### config.mk
export PLATFORM = sky130hd
export DESIGN_NAME = nbit_demux_collect_flat
export DESIGN_NICKNAME = d
export VERILOG_FILES = /design/src/rtl/nbit_demux_collect_pkg.sv /design/src/rtl/nbit_demux_collect_if.sv /design/src/rtl/nbit_wrap_counter.sv /design/src/rtl/nbit_demux_collect.sv /design/src/flat_wrapper.sv
export SDC_FILE = /design/constraint.sdc
export NUM_CORES = 1
export LEC_CHECK = 0
export CAP_MARGIN = 20
export CORE_AREA = 2 2 39 41
export DETAILED_ROUTE_END_ITERATION = 8
export DIE_AREA = 0 0 41 43
export GPL_TIMING_DRIVEN = 0
export HOLD_SLACK_MARGIN = 0.12
export PLACE_DENSITY = 0.63
export SLEW_MARGIN = 20
export SYNTH_ARGS = -nofsm -noshare
export SYNTH_HDL_FRONTEND = slang
export SYNTH_SLANG_ARGS = --single-unit
### constraint.sdc
create_clock -name clk -period 3.1 [get_ports clk]
set_input_delay 0.31 -clock clk [delete_from_list [all_inputs] [get_ports clk]]
set_output_delay 0.31 -clock clk [all_outputs]
set_load 0.03 [all_outputs]
### src/rtl/nbit_demux_collect_pkg.sv
// Shared types and helpers for the bit collector: FSM state encoding and word-width helper.
package nbit_demux_collect_pkg;

  typedef enum logic {
    COLLECT = 1'b0,
    HOLD    = 1'b1
  } state_t;

  function automatic int word_width(input int select_width);
    return 1 << select_width;
  endfunction

endpackage

### src/rtl/nbit_demux_collect_if.sv
// Bit-write and word-read bus of the collector; the master side is the producer/consumer.
// Handshake: a write is taken on a rising edge where DemuxWrEn=1 and DemuxInReady=1; a word is
// taken on a rising edge where DemuxOutValid=1 and DemuxOutReady=1. DemuxOut is held while valid.
interface nbit_demux_collect_if #(
  parameter int SELECT_WIDTH = 1
);
  localparam int W = 1 << SELECT_WIDTH;

  logic                    DemuxIn;
  logic [SELECT_WIDTH-1:0] DemuxSel;
  logic                    DemuxAuto;
  logic                    DemuxWrEn;
  logic                    DemuxInReady;
  logic [W-1:0]            DemuxOut;
  logic                    DemuxOutValid;
  logic                    DemuxOutReady;

  modport master (
    output DemuxIn, DemuxSel, DemuxAuto, DemuxWrEn, DemuxOutReady,
    input  DemuxInReady, DemuxOut, DemuxOutValid
  );

  modport slave (
    input  DemuxIn, DemuxSel, DemuxAuto, DemuxWrEn, DemuxOutReady,
    output DemuxInReady, DemuxOut, DemuxOutValid
  );

endinterface

### src/rtl/nbit_wrap_counter.sv
// Auto-mode bit position counter; wraps modulo 2^SELECT_WIDTH, clear has priority over increment.
module nbit_wrap_counter #(
  parameter int SELECT_WIDTH = 1
) (
  input  logic                    clk,
  input  logic                    rst,
  input  logic                    inc,
  input  logic                    clr,
  output logic [SELECT_WIDTH-1:0] count
);

  always_ff @(posedge clk) begin
    if (rst || clr) begin
      count <= '0;
    end else if (inc) begin
      count <= count + SELECT_WIDTH'(1);
    end
  end

endmodule

### src/rtl/nbit_demux_collect.sv
// Serial-to-parallel bit collector: steers single bits into a registered word, presents it when
// every position has been written at least once, and holds it until the consumer takes it.
module nbit_demux_collect
  import nbit_demux_collect_pkg::*;
#(
  parameter int SELECT_WIDTH = 1
) (
  input  logic                       clk,
  input  logic                       rst,
  nbit_demux_collect_if.slave        bus,
  output state_t                     dbg_state
);

  localparam int W = word_width(SELECT_WIDTH);

  state_t                  state;
  logic [W-1:0]            word;
  logic [W-1:0]            mask;
  logic [W-1:0]            next_mask;
  logic [SELECT_WIDTH-1:0] count;
  logic [SELECT_WIDTH-1:0] pos;
  logic                    accept;
  logic                    release_word;
  logic                    out_valid;
  logic                    in_ready;

  assign accept       = (state == COLLECT) && bus.DemuxWrEn;
  assign release_word = (state == HOLD) && bus.DemuxOutReady;
  assign pos          = bus.DemuxAuto ? count : bus.DemuxSel;
  // Completion looks at the mask including the bit being written this cycle.
  assign next_mask    = mask | (W'(1) << pos);

  nbit_wrap_counter #(.SELECT_WIDTH(SELECT_WIDTH)) u_counter (
    .clk   (clk),
    .rst   (rst),
    .inc   (accept && bus.DemuxAuto),
    .clr   (release_word),
    .count (count)
  );

  always_ff @(posedge clk) begin
    if (rst) begin
      state     <= COLLECT;
      word      <= '0;
      mask      <= '0;
      out_valid <= 1'b0;
      in_ready  <= 1'b1;
    end else begin
      case (state)
        COLLECT: begin
          if (accept) begin
            word[pos] <= bus.DemuxIn;
            mask      <= next_mask;
            if (&next_mask) begin
              state     <= HOLD;
              out_valid <= 1'b1;
              in_ready  <= 1'b0;
            end
          end
        end
        HOLD: begin
          // The old word stays on DemuxOut and is overwritten bit by bit in the next round.
          if (bus.DemuxOutReady) begin
            state     <= COLLECT;
            out_valid <= 1'b0;
            in_ready  <= 1'b1;
            mask      <= '0;
          end
        end
        default: state <= COLLECT;
      endcase
    end
  end

  assign bus.DemuxOut      = word;
  assign bus.DemuxOutValid = out_valid;
  assign bus.DemuxInReady  = in_ready;
  assign dbg_state         = state;

endmodule

### src/flat_wrapper.sv
// flat-port wrapper written by rule: the top's interface ports become plain ports
module nbit_demux_collect_flat import nbit_demux_collect_pkg::*;
#(
  parameter int SELECT_WIDTH = 1
)
  (clk, rst, dbg_state, bus_DemuxIn, bus_DemuxSel, bus_DemuxAuto, bus_DemuxWrEn, bus_DemuxOutReady, bus_DemuxInReady, bus_DemuxOut, bus_DemuxOutValid);
  nbit_demux_collect_if #(.SELECT_WIDTH(SELECT_WIDTH)) bus_i ();
  input  logic clk;
  input  logic rst;
  output state_t dbg_state;
  input wire logic [$bits(bus_i.DemuxIn)-1:0] bus_DemuxIn;
  input wire logic [$bits(bus_i.DemuxSel)-1:0] bus_DemuxSel;
  input wire logic [$bits(bus_i.DemuxAuto)-1:0] bus_DemuxAuto;
  input wire logic [$bits(bus_i.DemuxWrEn)-1:0] bus_DemuxWrEn;
  input wire logic [$bits(bus_i.DemuxOutReady)-1:0] bus_DemuxOutReady;
  output wire logic [$bits(bus_i.DemuxInReady)-1:0] bus_DemuxInReady;
  output wire logic [$bits(bus_i.DemuxOut)-1:0] bus_DemuxOut;
  output wire logic [$bits(bus_i.DemuxOutValid)-1:0] bus_DemuxOutValid;
  assign bus_i.DemuxIn = bus_DemuxIn;
  assign bus_i.DemuxSel = bus_DemuxSel;
  assign bus_i.DemuxAuto = bus_DemuxAuto;
  assign bus_i.DemuxWrEn = bus_DemuxWrEn;
  assign bus_i.DemuxOutReady = bus_DemuxOutReady;
  assign bus_DemuxInReady = bus_i.DemuxInReady;
  assign bus_DemuxOut = bus_i.DemuxOut;
  assign bus_DemuxOutValid = bus_i.DemuxOutValid;
  nbit_demux_collect #(.SELECT_WIDTH(SELECT_WIDTH)) u_core (.clk(clk), .rst(rst), .bus(bus_i), .dbg_state(dbg_state));
endmodule
* Word-level counts from Yosys, hierarchy flattened
Cells that the tools add are included.
Storage, ports and cells: flip-flop bits (word level) 8, input bits 7, output and inout port bits 5, logic and storage cells 43
Cells by class: add/subtract/negate cells 1, $lt $le $gt $ge 2, eq/ne operators 3, shift-type cells 1, multiplexer cells 19, bitwise operators 2, reductions and logical operators 9
Operator list (number):
- two-way mux 1 bit | 11
- case mux 1 bit (2 select lines) | 3
- AND reduction 2 bit | 3
- logical AND 1 bit | 4
- two-way mux 2 bit | 2
- != test 2 bit, second input constant | 2
- case mux 2 bit (2 select lines) | 1
- AND reduction 3 bit | 1
- bitwise mux 2 bit | 1
- less-than comparator 1 x 2 -> 1 bit, second input constant | 1
- != test 2 x 1 -> 1 bit, second input constant | 1
- OR 2 bit | 1
- << shifter 1 x 1 -> 2 bit, first input constant | 1
- adder 1 bit, second input constant | 1
- demux 1 bit (select 1 bit) | 1
- greater-or-equal comparator 1 bit, second input constant | 1
- logical OR 1 bit | 1
- NOT 1 bit | 1

* Depth between registers and ports, before layout
word-level depth 7, gate-level depth with buffers 3, depth with buffers taken out 3

* By module
From an unflattened synthesis, not the netlist that was laid out.
Unflattened totals: cell total of the unflattened synthesis 38, area total of the unflattened synthesis 361.6 um2
By module, submodules not included:
- nbit_demux_collect | times used 1, cells each 35, area an instance 322.8 um2, seq. area each 140.1 um2
- nbit_wrap_counter | times used 1, cells each 3, area an instance 38.8 um2, seq. area each 20.0 um2

* Worst setup path after synthesis
No wires, ideal clock.
path kind flip-flop to flip-flop, start point register u_core.state, in the netlist u_core.dbg_state, end point register u_core.in_ready, in the netlist u_core.bus.DemuxInReady, library setup time 0.084 ns, data arrival time 1.086 ns, data required time 3.016 ns, slack 1.930 ns, stages on the path, launching flop included 4, buffers on the path 0, clock period less this slack 1.170 ns, cell sequence dfxtp_1 -> nor2b_1 -> and3_4 -> o31ai_2
Between the ends: word-level cells in the longest chain between the ends 4, elaborated cells on any way between the ends 7, those cells by class 3 x eq/ne; 1 x mux; 1 x bitwise; 2 x reduce/logical
Ends and longest elaborated chain:
- start: declaration | RTL line nbit_demux_collect.sv:16 | state_t state;
- start signal: assignment | RTL line nbit_demux_collect.sv:43 | state <= COLLECT;
- start signal: assignment | RTL line nbit_demux_collect.sv:55 | state <= HOLD;
- start signal: assignment | RTL line nbit_demux_collect.sv:64 | state <= COLLECT;
- NOT 1 bit | RTL line nbit_demux_collect.sv:27, nbit_demux_collect.sv:49
- logical AND 1 bit | RTL line nbit_demux_collect.sv:27 | assign accept = (state == COLLECT) && bus.DemuxWrEn;
- != test 2 x 1 -> 1 bit (no line)
- AND reduction 3 bit (no line)
- end signal: assignment | RTL line nbit_demux_collect.sv:47 | in_ready <= 1'b1;
- end signal: assignment | RTL line nbit_demux_collect.sv:57 | in_ready <= 1'b0;
- end signal: assignment | RTL line nbit_demux_collect.sv:66 | in_ready <= 1'b1;
- end: declaration | RTL line nbit_demux_collect.sv:25 | logic in_ready;
Several ways; a longest one is shown, not always the timed one. A chain may end at the register's enable or synchronous reset.

* Final worst setup path
start point register u_core.state, in the netlist u_core.dbg_state, end point output dbg_state
RTL lines:
- end: declaration | RTL line flat_wrapper.sv:10 | output state_t dbg_state;
No word-level cell between the ends.

==> results.yml <==
status:
  status: "complete, no violations"
synth:
  synth-seq-cells: 8
  syn-cell-area_um2: 358
  yosysMostFrequentCell: "dfxtp_1"
  synth-main-ff-cell: "dfxtp_1"
  synth_edf_count: 0
  seq_area_frac_synth_pct: 44.8
  synthCells: 37
  synthArstFlopShare_pct: 0
  synthTopCellsByArea: "dfxtp_1 (45%), o31ai_2 (7.0%), a21oi_1 (5.6%)"
  synth_commonest_cells: "dfxtp_1 (8), a21oi_1 (4), nand2_1 (4)"
  yosysWarningCount: 0
  synth_fp_nets: 44
  avgSynthCellArea_um2: 9.67
  yosysUniqueCellTypes: 20
  synth.largest_area_cell: "dfxtp_1"
  yosys.area.top_type_share_pct: 44.8
place:
  dp_hpwl_um: 530
  pre_cts_ws_ns: 1.32
  placed_cell_area_um2: 488
  gp_congestion: 0.688
  dp_cells: 64
  portBuffers: 11
detailed_routing:
  via_per_inst: 4.63
  drtIter0Drc: 3
  drt_pass1_iterations: 2
  ant_nets: 0
  vias: 310
  wl_um: 688
  drc: 0
  routedWlPerCell_um: 10.3
power_and_ir_drop:
  ir_drop_mv: 0.187
  p_leak_nw: 0.199
  p_per_area_mw_per_mm2: 499
sta:
  hold_viol: 0
  finalCriticalPeriod_ns: 1.68
  skew_ns: 0.00438
  fin_setup_tns_ns: 0
  fin_crit_sh_pct: 54.1
  relSlewSlack_pct: 67.4
  grt_setup_unrepaired: "false"
  slew_violations: 0
  tightest_slew_ns: 0.488
  fin_hold_ws_ns: 0.464
  max_freq_ghz: 0.597
  fin_ws_ns: 1.42
  setup_viol: 0
clocking:
  clk_pin_slew_worst_paths_ns: 0.06
  cts_inserted_buffers: 3
  postCtsHoldBufs: 0
  cts-root-buf: "clkbuf_4"
  cts_setup_buffers: 0
  postCtsResizedCells: 0
  clkLatencyLatePin_ns: 0.25
  cts_tree: "built"
  cts-htree-levels: 1
  clockBufferDepth: 2
  cts_num_sinks: 8
critical_path:
  critPathBufInv: 1
  cpMaxStageDelayCell: "clkdlybuf4s50_1"
  critPathMaxFanout: 7
  rrSetupSlack_ns: 1.92
  worstReg2RegEnd: "u_core.dbg_state"
  rr_worst_depth: 3
  critPathCaptureType: "output port"
  cp.required_ns: 2.79
  cp_data_arrival_time_ns: 1.37
  start_kind: "flop"
  cp_slowest_stage_delay_ns: 0.71
  worstSetupPathType: "reg -> out"
  critical_path.top_delay_family: "buffers and inverters"
  r2r_start: "u_core.u_counter.count"
  cp_cell_sequence: "clkdlybuf4s50_1"
hold_path:
  hold_end: "u_core.bus.DemuxOutValid"
  hold_depth: 2
  hp-class: "reg -> reg"
  hold_start: "u_core.bus.DemuxOutValid"
grt:
  grt_pass1_wl_mm: 1.10
  grt_max_degree: 8
  grt_pass1_vias: 276
  grt-ovfl-total: 0
  grt_antenna_before_repair: 0
  grtUsageTotal_pct: 9.49
die:
  core_area_mm2: 0.00138
  die_w_um: 41
  io_pins: 12
  die_area_mm2: 0.00176
  die_y_um: 43
  initial_utilization_pct: 25.9
  rows: 14
finish:
  areaGrowthSynthToFinish_pct: 42.7
  n_fill_cell: 150
  stdcell_count: 67
  stdcell_area_um2: 510
  num_antenna_cells: 0
  seq_area_um2: 160
  drive_above_1_share_pct: 15.7
  layout.nets: 60
  multi_input_area_um2: 194
flow_run:
  max_cap_viol_count: 0
[where the power goes]
| group | total [mW] | switching [mW] | internal, mW |
|---|---|---|---|
| combinational | 0.0573 | 0.0286 | 0.0286 |
| sequential | 0.118 | 0.00611 | 0.111 |
| clock | 0.0799 | 0.0356 | 0.0443 |
[flip-flops by register name, summed over array words and instances (netlist names)]
name and flops:
u_core.bus.DemuxOut 2, u_core.mask 2, u_core.bus.DemuxInReady 1, u_core.bus.DemuxOutValid 1
u_core.dbg_state 1, u_core.u_counter.count 1
[metal layers]
layer	global-route usage, %	wire [um]	part of all wire [%]	vias up
met1	12.4	342	50	139
met3	6.28	58	8.4	0
met2	12.8	287	42	12
met5	0	0	0	-
li1	-	-	-	159
met4	2.00	0	0	0
[tightest hold or removal path, cell delays in order, from the launching register on]
cell and delay, ns:
dfxtp_1 0.32, nand2_1 0.06, o31ai_2 0.05
[cells by family (layout without fill, tap and decap cells)]
| group | Yosys count | in the layout | synth area share (%) |
|---|---|---|---|
| buf+inv | 1 | 15 | 1.05 |
| flops | 8 | 8 | 44.8 |
| simple gates | 14 | 14 | 22.0 |
| mux | 3 | 3 | 10.8 |
| compound gates | 10 | 10 | 18.9 |
| xor+xnor | 1 | 1 | 2.45 |
[per-stage QoR]
step / power (mW) / utilization (%)
4_1_cts: 0.260 / 36.9
6_report: 0.255 / 36.9
3_5_place_dp: 0.178 / 35.3
2_1_floorplan: 0.153 / -
3_3_place_gp: 0.176 / 35.3
5_1_grt: 0.268 / 36.9
[worst max-delay path by stage]
stage	start	endpoint	slack, ns	cells after the start
after global placement	bus_DemuxAuto	u_core.dbg_state	1.31	4
final	u_core.dbg_state	dbg_state	1.42	1
after detailed placement	bus_DemuxAuto	u_core.dbg_state	1.32	4
after global routing	u_core.dbg_state	dbg_state	1.38	1
after CTS	u_core.dbg_state	dbg_state	1.41	1
after floorplan	u_core.dbg_state	u_core.bus.DemuxInReady	1.93	3
[final cells by class]
type	instances	share of cell area, %
repair buffers	11	21.6
multi-input cells	28	38.0
inverters	1	0.735
clock buffers	3	4.41
flip-flops and latches	8	31.4
well taps	16	3.92
[layout by cell type, fill, tap and decap left out, types with 2 or more instances in the layout]
| cell type | instances |
|---|---|
| clkbuf_4 | 3 |
| nand2_1 | 4 |
| nand3_1 | 2 |
| o31ai_2 | 2 |
| o21ai_0 | 2 |
| nor2b_1 | 2 |
| a21oi_1 | 4 |
| clkdlybuf4s50_1 | 11 |
| dfxtp_1 | 8 |
No activity file was read; power rests on OpenSTA's default activity.
